===== src/rtl/updown_counter_bounded.sv =====
// updown_counter_bounded: bounded up/down counter with programmable step, wrap/saturate,
// registered terminal-count pulse and sticky overflow/underflow flags.
// Ports:
//   clk_i        clock, all state updates on the rising edge
//   reset_n_i    synchronous active-low reset
//   en_i         count/load enable
//   load_i       synchronous load of din_i (qualified by en_i)
//   mode_i       0 = count up, 1 = count down
//   sat_i        0 = wrap at bounds, 1 = saturate at bounds
//   step_i       increment/decrement amount
//   min_val_i    lower bound (unsigned)
//   max_val_i    upper bound (unsigned)
//   din_i        load data
//   clr_flags_i  synchronous clear of the sticky flags
//   q_o          registered counter value
//   tc_o         registered one-cycle terminal-count pulse
//   ovf_o        sticky overflow flag
//   udf_o        sticky underflow flag
//   at_max_o     combinational q_o == max_val_i
//   at_min_o     combinational q_o == min_val_i
//   cfg_err_o    combinational min_val_i > max_val_i
module updown_counter_bounded #(
  parameter int               WIDTH     = 8,
  parameter logic [WIDTH-1:0] RESET_VAL = '0
) (
  input  logic             clk_i,
  input  logic             reset_n_i,
  input  logic             en_i,
  input  logic             load_i,
  input  logic             mode_i,
  input  logic             sat_i,
  input  logic [WIDTH-1:0] step_i,
  input  logic [WIDTH-1:0] min_val_i,
  input  logic [WIDTH-1:0] max_val_i,
  input  logic [WIDTH-1:0] din_i,
  input  logic             clr_flags_i,
  output logic [WIDTH-1:0] q_o,
  output logic             tc_o,
  output logic             ovf_o,
  output logic             udf_o,
  output logic             at_max_o,
  output logic             at_min_o,
  output logic             cfg_err_o
);
  logic [WIDTH-1:0] q_q, q_d;
  logic             tc_q, tc_d, ovf_q, ovf_d, udf_q, udf_d;
  logic [WIDTH:0]   up_sum, dn_lim;
  logic             do_load, do_count, up_evt, dn_evt;
  // One extra bit keeps q+step and min+step from wrapping before the compare.
  assign up_sum   = {1'b0, q_q} + {1'b0, step_i};
  assign dn_lim   = {1'b0, min_val_i} + {1'b0, step_i};
  assign up_evt   = up_sum > {1'b0, max_val_i};
  assign dn_evt   = {1'b0, q_q} < dn_lim;
  assign do_load  = en_i & load_i;
  // A zero step or inverted bounds freezes counting entirely, so no event can fire.
  assign do_count = en_i & ~load_i & ~cfg_err_o & (step_i != '0);
  always_comb begin
    q_d   = q_q;
    tc_d  = 1'b0;
    ovf_d = ovf_q & ~clr_flags_i;
    udf_d = udf_q & ~clr_flags_i;
    if (do_load) begin
      q_d = din_i;
    end else if (do_count && !mode_i) begin
      q_d   = up_evt ? (sat_i ? max_val_i : min_val_i) : up_sum[WIDTH-1:0];
      tc_d  = up_evt;
      ovf_d = ovf_d | up_evt;
    end else if (do_count) begin
      q_d   = dn_evt ? (sat_i ? min_val_i : max_val_i) : q_q - step_i;
      tc_d  = dn_evt;
      udf_d = udf_d | dn_evt;
    end
  end
  always_ff @(posedge clk_i) begin
    if (!reset_n_i) begin
      q_q   <= RESET_VAL;
      tc_q  <= 1'b0;
      ovf_q <= 1'b0;
      udf_q <= 1'b0;
    end else begin
      q_q   <= q_d;
      tc_q  <= tc_d;
      ovf_q <= ovf_d;
      udf_q <= udf_d;
    end
  end
  assign q_o       = q_q;
  assign tc_o      = tc_q;
  assign ovf_o     = ovf_q;
  assign udf_o     = udf_q;
  assign at_max_o  = q_q == max_val_i;
  assign at_min_o  = q_q == min_val_i;
  assign cfg_err_o = min_val_i > max_val_i;
endmodule


===== config.mk =====
export PLATFORM = sky130hd
export DESIGN_NAME = updown_counter_bounded
export DESIGN_NICKNAME = d
export VERILOG_FILES = /design/src/rtl/updown_counter_bounded.sv
export SDC_FILE = /design/constraint.sdc
export NUM_CORES = 1
export LEC_CHECK = 0
export ABC_AREA = 1
export ABC_CLOCK_PERIOD_IN_PS = 4670
export BUFFER_PORTS_ARGS = -buffer_cell sky130_fd_sc_hd__buf_2
export CELL_PAD_IN_SITES_DETAIL_PLACEMENT = 0
export CELL_PAD_IN_SITES_GLOBAL_PLACEMENT = 2
export CORE_MARGIN = 10
export CORE_UTILIZATION = 33
export DETAILED_ROUTE_END_ITERATION = 8
export GPL_TIMING_DRIVEN = 0
export PLACE_DENSITY = 0.87
export SLEW_MARGIN = 20
export SYNTH_ARGS = -nofsm -noshare
export SYNTH_HDL_FRONTEND = slang
export SYNTH_SLANG_ARGS = --single-unit
export TNS_END_PERCENT = 50

===== constraint.sdc =====
create_clock -name clk_i -period 4.67 [get_ports clk_i]
set_input_delay 0 -clock clk_i [delete_from_list [all_inputs] [get_ports clk_i]]
set_output_delay 0 -clock clk_i [all_outputs]
set_load 0.02 [all_outputs]

==> metrics.cfg <==
[synthesis]
synth_cells = 436
synth-xor-area-share_pct = 8.88
synthAdderAreaFrac_pct = 23.0
synth_compound_area_share_pct = 17.1
seq_area_frac_synth_pct = 7.97
synthSimpleGateAreaFrac_pct = 32.3
synthMuxAreaShare_pct = 0
synth_top_family_by_area = simple AND/OR/NAND/NOR gates
ys_ff_latch = 11
synth_cell_types = 37
yosysWarnings = 0
syn_area_per_cell_sq_um = 6.34
syn-num-nets = 524
netlist_area_sq_mm = 0.00276

[die]
die-area_sq_mm = 0.0124
core_area_sq_mm = 0.00818
initial_core_util_pct = 33.8
ios = 53
fp.dieH_um = 111
fp-row-count = 33
die_x_um = 111

[timing]
rsz0062_at_grt = false
slew-limit-headroom_pct = 65.5
maxSlewViolCount = 0
final-hold-violation-count = 0
max_freq_mhz = 287
fin_setup_tns_ns = 0
fin_skew_ns = 0.00171
setup_viol = 0
worstMarginPinSlew_ns = 0.517
min_period_over_period_pct = 74.5
period_needed_ns = 3.48

[critical_path]
critPathMaxFanout = 9
cpPeakStageDelay_ns = 0.45
slowest_stage = fa_1
crit_chain = ha_1 > fa_1 > a21oi_4 > o21ai_4 > a21oi_1 > xor2_1 > ha_1 > nand2_1 > nor2_1 > a21oi_1 > nand2_1 > nand2_1 > nand2_1 > nand2_2 > nand2_4 > a21oi_1 > nand2_1 > nand3_1 > a21oi_1
cp.arrival_ns = 3.60
worstPathRequired_ns = 4.79
crit_top_cell = nand2_1
critPathLaunchType = flop
criticalPathCategory = flop to flop
crit_path_end_kind = flop

[route]
drt-initial-drc-count = 137
drt_pre_antenna_iters = 4
route.detailed.drc = 0
postRouteAntennaNets = 0
vias_per_cell = 4.87
routed_wl_mm = 9.39
dr_total_vias = 2908
avgRoutedWirePerCell_um = 15.7

[placement]
hpwlAfterDp_mm = 7.88
io_buffer_count = 52
globalplace.congestion = 0.896

[cts]
cts_inserted_buffers = 3
clk_pin_slew_ns = 0.05
cts_num_sinks = 11
cts_tree = yes
cts_resized = 0
h-tree-depth = 1
clockRootBuffer = clkbuf_8
clkLatencyLatePin_ns = 0.24
cts_hold_buffers = 0
clock_path_buffers = 2
cts_setup_buffers = 0

[min_path]
min_path_type = input pin to flop

[layout]
antenna_cells = 0
final_common_cell = nand2_1
drive_gt1_share_pct = 16.1
fill_cells = 929
area.growth.synth_to_final_pct = 15.8
layout_common_cells = nand2_1, inv_1, buf_2
fin_nets = 581

[status]
status = completed

[power]
p_int_mw = 0.344
power.density_mw_per_mm2 = 222
p_sw_mw = 0.365
leakage_nw = 1.77
p_total_mw = 0.709
pwr-share-comb_pct = 68.5
seq_power_share_pct = 18.2
irDropWorstVdd_mv = 0.123
switching_share_pct = 51.5
power.share.clock_pct = 13.3

[grt]
grt_antenna_before_repair = 0
grt_pass1_wl_mm = 14.6
grt_overflow = 0
grt.total_usage_pct = 14.3
grt_max_degree = 11
grt_pass1_vias = 2758

[job]
timing.max_cap.violations = 0

logic make-up (layout without fill, tap and decap cells):
kind of cell    count (synthesis)  after routing
buf+inv                        71            127
flops                          11             11
xor+xnor                       28             28
fa+ha+maj                      49             49
compound gates                 79             79
simple gates                  198            198
stage by stage:
stage / util [%] / setup slack, ns / std cells / hold slack [ns] / cell area, sq um
finish: 39.1 / 1.19 / 597 / 0.0359 / 3200
global placement: 38.6 / 1.27 / 593 / 0.275 / 3150
CTS: 39.1 / 1.19 / 597 / 0.0328 / 3200
floorplan: - / 1.68 / 436 / 0.138 / 2760
detailed placement: 38.6 / 1.21 / 593 / 0.281 / 3150
global route: 39.1 / 0.944 / 597 / 0.0413 / 3200
cell type report:
cell class | instances | area (sq um) | area share [%]
plain buffers | 9 | 61.3 | 1.92
clock buffers | 4 | 45.0 | 1.41
inverters | 62 | 235 | 7.35
multi-input cells | 354 | 2250 | 70.2
flip-flops and latches | 11 | 220 | 6.88
well taps | 105 | 131 | 4.11
repair buffers | 52 | 260 | 8.13
worst max-delay path, delay by kind of cell (launching register included):
family / cells / cell delay, ns
simple gates: 9 / 0.79
fa+ha+maj: 3 / 1.02
xor+xnor: 1 / 0.32
flops: 1 / 0.41
compound gates: 6 / 0.82
final timing paths:
path	start	endpoint	slack, ns	depth (start not counted)
setup reg to reg	q_o[0]	q_o[6]	1.19	19
setup / recovery	q_o[0]	q_o[6]	1.19	19
hold reg to reg	udf_o	udf_o	0.46	2
hold / removal	clr_flags_i	ovf_o	0.04	4
power by group through the flow:
stage	combinational [mW]	sequential, mW	clock [mW]
after detailed placement	0.484	0.132	0
after global placement	0.481	0.132	0
after floorplan	0.346	0.128	0
after CTS	0.487	0.130	0.0962
final	0.486	0.129	0.0944
after global routing	0.552	0.130	0.102
synth_stat cells:
library cell  instances  area (sq um)
xnor2_1              13           114
or2_2                 1          6.26
a21o_1                2          15.0
inv_1                60           225
a31oi_4               1          21.3
o21bai_1              3          22.5
o21ai_0              20           100
nor2_8                1          20.0
a21boi_0              1          7.51
and2_1                1          6.26
buf_4                 3          22.5
buf_2                 1          5.00
nand2_1             104           390
a21oi_1              41           205
nor4_1                3          18.8
a31oi_1               2          12.5
nand2_4               3          33.8
clkbuf_1              3          11.3
o21a_1                1          7.51
buf_6                 2          22.5
inv_4                 1          6.26
nand4_1               9          56.3
o21ai_4               1          16.3
dfxtp_1              11           220
nand2_2               4          25.0
a31oi_2               1          12.5
fa_1                  3          60.1
inv_2                 1          3.75
nand3_1              45           225
a21oi_2               3          26.3
ha_1                 46           576
nor3_1                1          5.00
nor2_1               24          90.1
a21oi_4               1          16.3
xor2_1               15           131
nand3b_1              2          15.0
o21ai_1               2          10.0
registers in the layout (all words and copies together), names as in the netlist:
signal  flops
udf_o       1
ovf_o       1
q_o         8
tc_o        1
metal layers:
layer | wire length, um | global-route usage [%] | vias up
met5 | 0 | 0 | -
met4 | 143 | 3.00 | 0
met3 | 269 | 0.966 | 6
met2 | 4470 | 24.7 | 59
met1 | 4510 | 18.9 | 1293
li1 | - | - | 1550
Note: power is estimated with default switching activity, not from simulation.
